<file path="config.mk">
export PLATFORM = sky130hd
export DESIGN_NAME = event_dispatcher
export DESIGN_NICKNAME = d
export VERILOG_FILES = /design/src/rtl/event_dispatcher.sv
export SDC_FILE = /design/constraint.sdc
export NUM_CORES = 1
export LEC_CHECK = 0
export ABC_AREA = 0
export CORE_UTILIZATION = 45
export CTS_CLUSTER_DIAMETER = 60
export DETAILED_ROUTE_END_ITERATION = 6
export PLACE_DENSITY = 0.79
export REMOVE_ABC_BUFFERS = 1
export SETUP_SLACK_MARGIN = 0.5
export SYNTH_ARGS = -nofsm -noshare
export SYNTH_HDL_FRONTEND = slang
export SYNTH_SLANG_ARGS = --single-unit
export TNS_END_PERCENT = 100
</file>
<file path="constraint.sdc">
create_clock -name clk -period 2.51 [get_ports clk]
set_input_delay 0.502 -clock clk [delete_from_list [all_inputs] [get_ports clk]]
set_output_delay 0.502 -clock clk [all_outputs]
set_load 0.01 [all_outputs]
</file>
<file path="src/rtl/event_dispatcher.sv">
`default_nettype none
// ============================================================================
// Module   : event_dispatcher
// Purpose  : Pulls time-stamped events from the Event Queue one at a time,
//            owns simulation time, and hands each event to the evaluator on a
//            valid/ready port. Time only moves forward once the evaluator
//            reports it is idle. Stops at a programmable end time and flags
//            events older than the current time.
// Ports    : clk, rst           - clock, synchronous active-high reset
//            run, stop_time     - enable for new reads, last dispatchable time
//            eq_ev/eq_dv/eq_empty/eq_busy_rd - queue read response and status
//            eq_op/eq_cs        - queue read command (op constant, cs strobe)
//            ev_out/ev_valid/ev_ready - event handoff to the evaluator
//            eval_idle          - evaluator finished with the current time
//            sim_time/time_adv  - current time and one-cycle change pulse
//            late_err/done      - sticky causality and end-of-run flags
//            ev_count           - wrapping count of transferred events
// Revision : 1.0 - initial release
// ============================================================================
module event_dispatcher #(
   parameter int   data_wd = 32,
   parameter int   hi      = 15,
   parameter int   lo      = 0,
   parameter logic rd_op   = 1'b0,
   parameter int   cnt_wd  = 16
) (
   input  logic               clk,
   input  logic               rst,
   input  logic               run,
   input  logic [hi-lo:0]     stop_time,
   input  logic [data_wd-1:0] eq_ev,
   input  logic               eq_dv,
   input  logic               eq_empty,
   input  logic               eq_busy_rd,
   output logic               eq_op,
   output logic               eq_cs,
   output logic [data_wd-1:0] ev_out,
   output logic               ev_valid,
   input  logic               ev_ready,
   input  logic               eval_idle,
   output logic [hi-lo:0]     sim_time,
   output logic               time_adv,
   output logic               late_err,
   output logic               done,
   output logic [cnt_wd-1:0]  ev_count
);

   typedef enum logic [2:0] {
      S_IDLE = 3'd0,
      S_REQ  = 3'd1,
      S_WAIT = 3'd2,
      S_ADV  = 3'd3,
      S_DISP = 3'd4
   } state_t;

   localparam logic [cnt_wd-1:0] cnt_one = {{(cnt_wd-1){1'b0}}, 1'b1};

   state_t             state;
   state_t             next_state;
   logic [data_wd-1:0] hold;
   logic [hi-lo:0]     in_time;
   logic [hi-lo:0]     hold_time;

   assign in_time   = eq_ev[hi:lo];
   assign hold_time = hold[hi:lo];
   assign eq_op     = rd_op;
   assign ev_out    = hold;

   // ------------------------------------------------------------------------
   // Next state and Moore outputs
   // ------------------------------------------------------------------------
   always_comb begin
      next_state = state;
      eq_cs      = 1'b0;
      ev_valid   = 1'b0;
      case (state)
         S_IDLE: begin
            // A response arriving here belongs to a read cut short by reset.
            if (run && !eq_empty && !eq_busy_rd && !done)
               next_state = S_REQ;
         end
         S_REQ: begin
            eq_cs      = 1'b1;
            next_state = S_WAIT;
         end
         S_WAIT: begin
            if (eq_dv) begin
               if (in_time > stop_time)
                  next_state = S_IDLE;
               else if (in_time > sim_time)
                  next_state = S_ADV;
               else
                  next_state = S_DISP;   // same time, or late
            end
         end
         S_ADV: begin
            if (eval_idle)
               next_state = S_DISP;
         end
         S_DISP: begin
            ev_valid = 1'b1;
            if (ev_ready)
               next_state = S_IDLE;
         end
         default: next_state = S_IDLE;
      endcase
   end

   // ------------------------------------------------------------------------
   // State register and datapath
   // ------------------------------------------------------------------------
   always_ff @(posedge clk) begin
      if (rst) begin
         state    <= S_IDLE;
         hold     <= '0;
         sim_time <= '0;
         time_adv <= 1'b0;
         late_err <= 1'b0;
         done     <= 1'b0;
         ev_count <= '0;
      end else begin
         state    <= next_state;
         time_adv <= 1'b0;

         if (state == S_WAIT && eq_dv) begin
            hold <= eq_ev;
            // Past the end time: the event stays held but is never offered.
            if (in_time > stop_time)
               done <= 1'b1;
            else if (in_time < sim_time)
               late_err <= 1'b1;
         end

         if (state == S_ADV && eval_idle) begin
            sim_time <= hold_time;
            time_adv <= 1'b1;
         end

         if (state == S_DISP && ev_ready)
            ev_count <= ev_count + cnt_one;
      end
   end

endmodule
`default_nettype wire

</file>
==> flow_metrics.tcl <==
set metrics [dict create \
    status "finished, final reports clean" \
    firstDrtPassIters 4 \
    p_per_area_mw_per_mm2 540 \
    htreeDepth 3 \
    cts_tree "built" \
    clock_path_buffers 2 \
    synth.distinct_cells 42 \
    r2r-end "state[1]" \
    crit_start "eq_ev[13]" \
    seq_power_share_pct 43.3 \
    ys_warn_count 0 \
    numCtsBuffers 9 \
    startpoint_type "input pin" \
    syn_avg_cell_area_um2 7.90 \
    hpwlAfterDp_mm 7.15 \
    coreArea_mm2 0.00729 \
    dr_wl_met3_um 740 \
    clock-sinks 70 \
    initialDrtViolationCount 181 \
    synth_ff_type "dfxtp_1" \
    power_switching_uw 966 \
    syn2layout_area_growth_pct 58.8 \
    placedInstanceArea_mm2 0.00487 \
    grt_max_degree 33 \
    pwr-share-comb_pct 27.8 \
    vdd_ir_drop_max_mv 0.435 \
    intPower_mw 1.97 \
    hold_buffers 0 \
    fin_nets 662 \
    cp_max_fo 4 \
    antenna_found_initial 0 \
    cts-root-buf "clkbuf_8" \
    p_leak_nw 2.02 \
    maxCapViolCount 0 \
    path_clk_slew_ns 0.08 \
    fin_area_mm2 0.00545 \
    r2r_slack_ns 0.45 \
    rsz0062_at_grt "true" \
    grt_pass1_wl_mm 15.8 \
    worstSetupPathType "in2reg" \
    layout_common_cells "nand2_1, clkdlybuf4s50_1, dfxtp_1" \
    cp_num_cells 6 \
    insertion_delay_ns 0.35 \
    dp.cells 654 \
    synth_edf_count 0 \
    cp.required_ns 2.72 \
    critPathCaptureType "flip-flop" \
    drc 0 \
    min_path_type "reg2reg" \
    totalPowerFinal_mw 2.94 \
    overflow 0 \
    dieHeight_um 89.3 \
    finalHoldViolCount 0 \
    critPathBufInv 2 \
    ff2ff_path_depth 6 \
    ys_ff_latch 70 \
    reg2reg_from "sim_time[14]" \
    routed_wl_mm 11.2 \
    setup_viol 0 \
    io_pins 126 \
    hold_slack_ns 0.456 \
    finalCritPeriodShare_pct 83.7 \
    drive_gt1_share_pct 20.8 \
    avgRoutedWirePerCell_um 16.5 \
    clkPwrFrac_pct 28.9 \
    swShare_pct 32.8 \
    ys_seq_area_share_pct 40.9 \
    dieArea_mm2 0.00797 \
    slew_violations 0 \
    place_ws_ns -0.163 \
    crit_path_top_delay_cell "o41ai_2" \
    met1_length_mm 4.46 \
    cp_cell_sequence "clkdlybuf4s15_1 > ha_4 > nand4_1 > buf_4 > o41ai_2 > o32ai_2" \
    initial_core_util_pct 47.0 \
    finalNonFillerCells 677 \
    max_freq_mhz 476 \
    gp_congestion 0.815 \
    postRouteAntennaNets 0 \
    track_usage_pct 25.9 \
    vias 3625 \
    std_cell_rows 31 \
    async_reset_ff_share_pct 0 \
    dieWidth_um 89.3 \
    route.met2.wl_mm 5.74 \
    finalCriticalPeriod_ns 2.10 \
    crit_arrival_ns 2.32 \
    vias_per_cell 5.35 \
    port_buffers 124 \
    top_layer "met4" \
    layout_commonest_cell "nand2_1" \
    first_global_vias 3432 \
    cp_slowest_stage_delay_ns 0.52 \
    skew_ns 0.0136 \
    timing.critical_path.to "state[1]" \
    fin_ws_ns 0.408 \
    netlist_instances 434 \
    critPathTopFamily "compound AO/OA/AOI/OAI gates" \
    antenna_cells 0 \
    syn_area_mm2 0.00343 \
]
-- worst min-delay path by stage --
stage,startpoint,endpoint,slack (ns),cells after the start
after detailed placement,ev_out[16],ev_out[16],0.45,2
after global routing,eq_ev[1],ev_out[1],0.46,3
after floorplan,late_err,late_err,0.46,2
final,ev_out[16],ev_out[16],0.46,2
after CTS,ev_out[16],ev_out[16],0.46,2
after global placement,ev_out[28],ev_out[28],0.44,2
-- synthesized netlist by cell type, types with 2 or more instances --
cell,n,area share [%]
nor2b_1,6,1.1
xor2_1,10,2.6
nand4_1,12,2.2
o211ai_1,3,0.66
nor3_1,3,0.44
xnor2_1,5,1.3
o21ai_0,2,0.29
ha_1,33,12
buf_2,3,0.44
nand3_1,9,1.3
nor3b_1,2,0.44
and4_1,3,0.77
a21oi_1,62,9.0
nand2_1,105,11
nor2_1,23,2.5
a211oi_1,2,0.44
a21o_1,2,0.44
and3_1,2,0.36
and2_1,3,0.55
clkbuf_1,18,2.0
inv_1,35,3.8
dfxtp_1,70,41
nand2b_1,2,0.36
-- logic make-up (layout without fill, tap and decap cells) --
kind of cell | after synthesis | in the layout | synth area share (%)
adders and majority gates | 33 | 33 | 12.0
xor gates and xnor gates | 15 | 15 | 3.83
buffers and inverters | 57 | 201 | 6.46
DFF | 70 | 70 | 40.9
other | 1 | 1 | 0.109
and+or+nand+nor | 174 | 174 | 22.6
muxes | 1 | 1 | 0.292
AOI/OAI and AO/OA | 83 | 83 | 13.8
-- routing by layer --
metal / vias up / track usage [%]
li1: 1732 / -
met1: 1707 / 30.3
met2: 157 / 45.7
met3: 29 / 5.82
met4: 0 / 10.2
met5: - / 0
-- repair_timing --
| action | 4_1_cts | 5_1_grt |
|---|---|---|
| cloned | 0 | 0 |
| gates resized for setup | 74 | 48 |
| pin swaps | 40 | 20 |
| setup endpoints to repair | 7 | 9 |
| endpoints found under the hold margin | 0 | 0 |
| buffers inserted | 3 | 4 |
-- power by group through the flow --
stage	Sequential (mW)	Clock [mW]	Combinational [mW]
2_1_floorplan	1.31	0	0.293
5_1_grt	1.28	0.915	0.881
3_5_place_dp	1.29	0	0.726
6_report	1.27	0.850	0.817
3_3_place_gp	1.29	0	0.713
4_1_cts	1.27	0.859	0.753
-- registers in the layout (all words and copies together), names as in the netlist --
register	count
state	3
sim_time	16
time_adv	1
ev_out	32
ev_count	16
late_err	1
done	1
-- layout make-up --
class                      instances  area [µm²]
fill                             552        1850
timing repair buffer             150        1400
multi-input combinational        307        2190
sequential                        70        1410
clock buffer                       9         124
inverter                          35         131
tap                               99         124
clock inverter                     7        56.3
-- tightest hold or removal path, stage by stage (launching register included) --
cell and delay, ns:
dfxtp_1 0.31, nand2_1 0.05, a21oi_1 0.05
-- per-stage QoR --
stage	setup TNS, ns	utilization (%)
2_1_floorplan	0	-
3_3_place_gp	-0.333	66.8
3_5_place_dp	-0.566	66.8
4_1_cts	0	72.2
5_1_grt	0	74.7
6_report	0	74.7
Power figures use the tool's default switching activity.
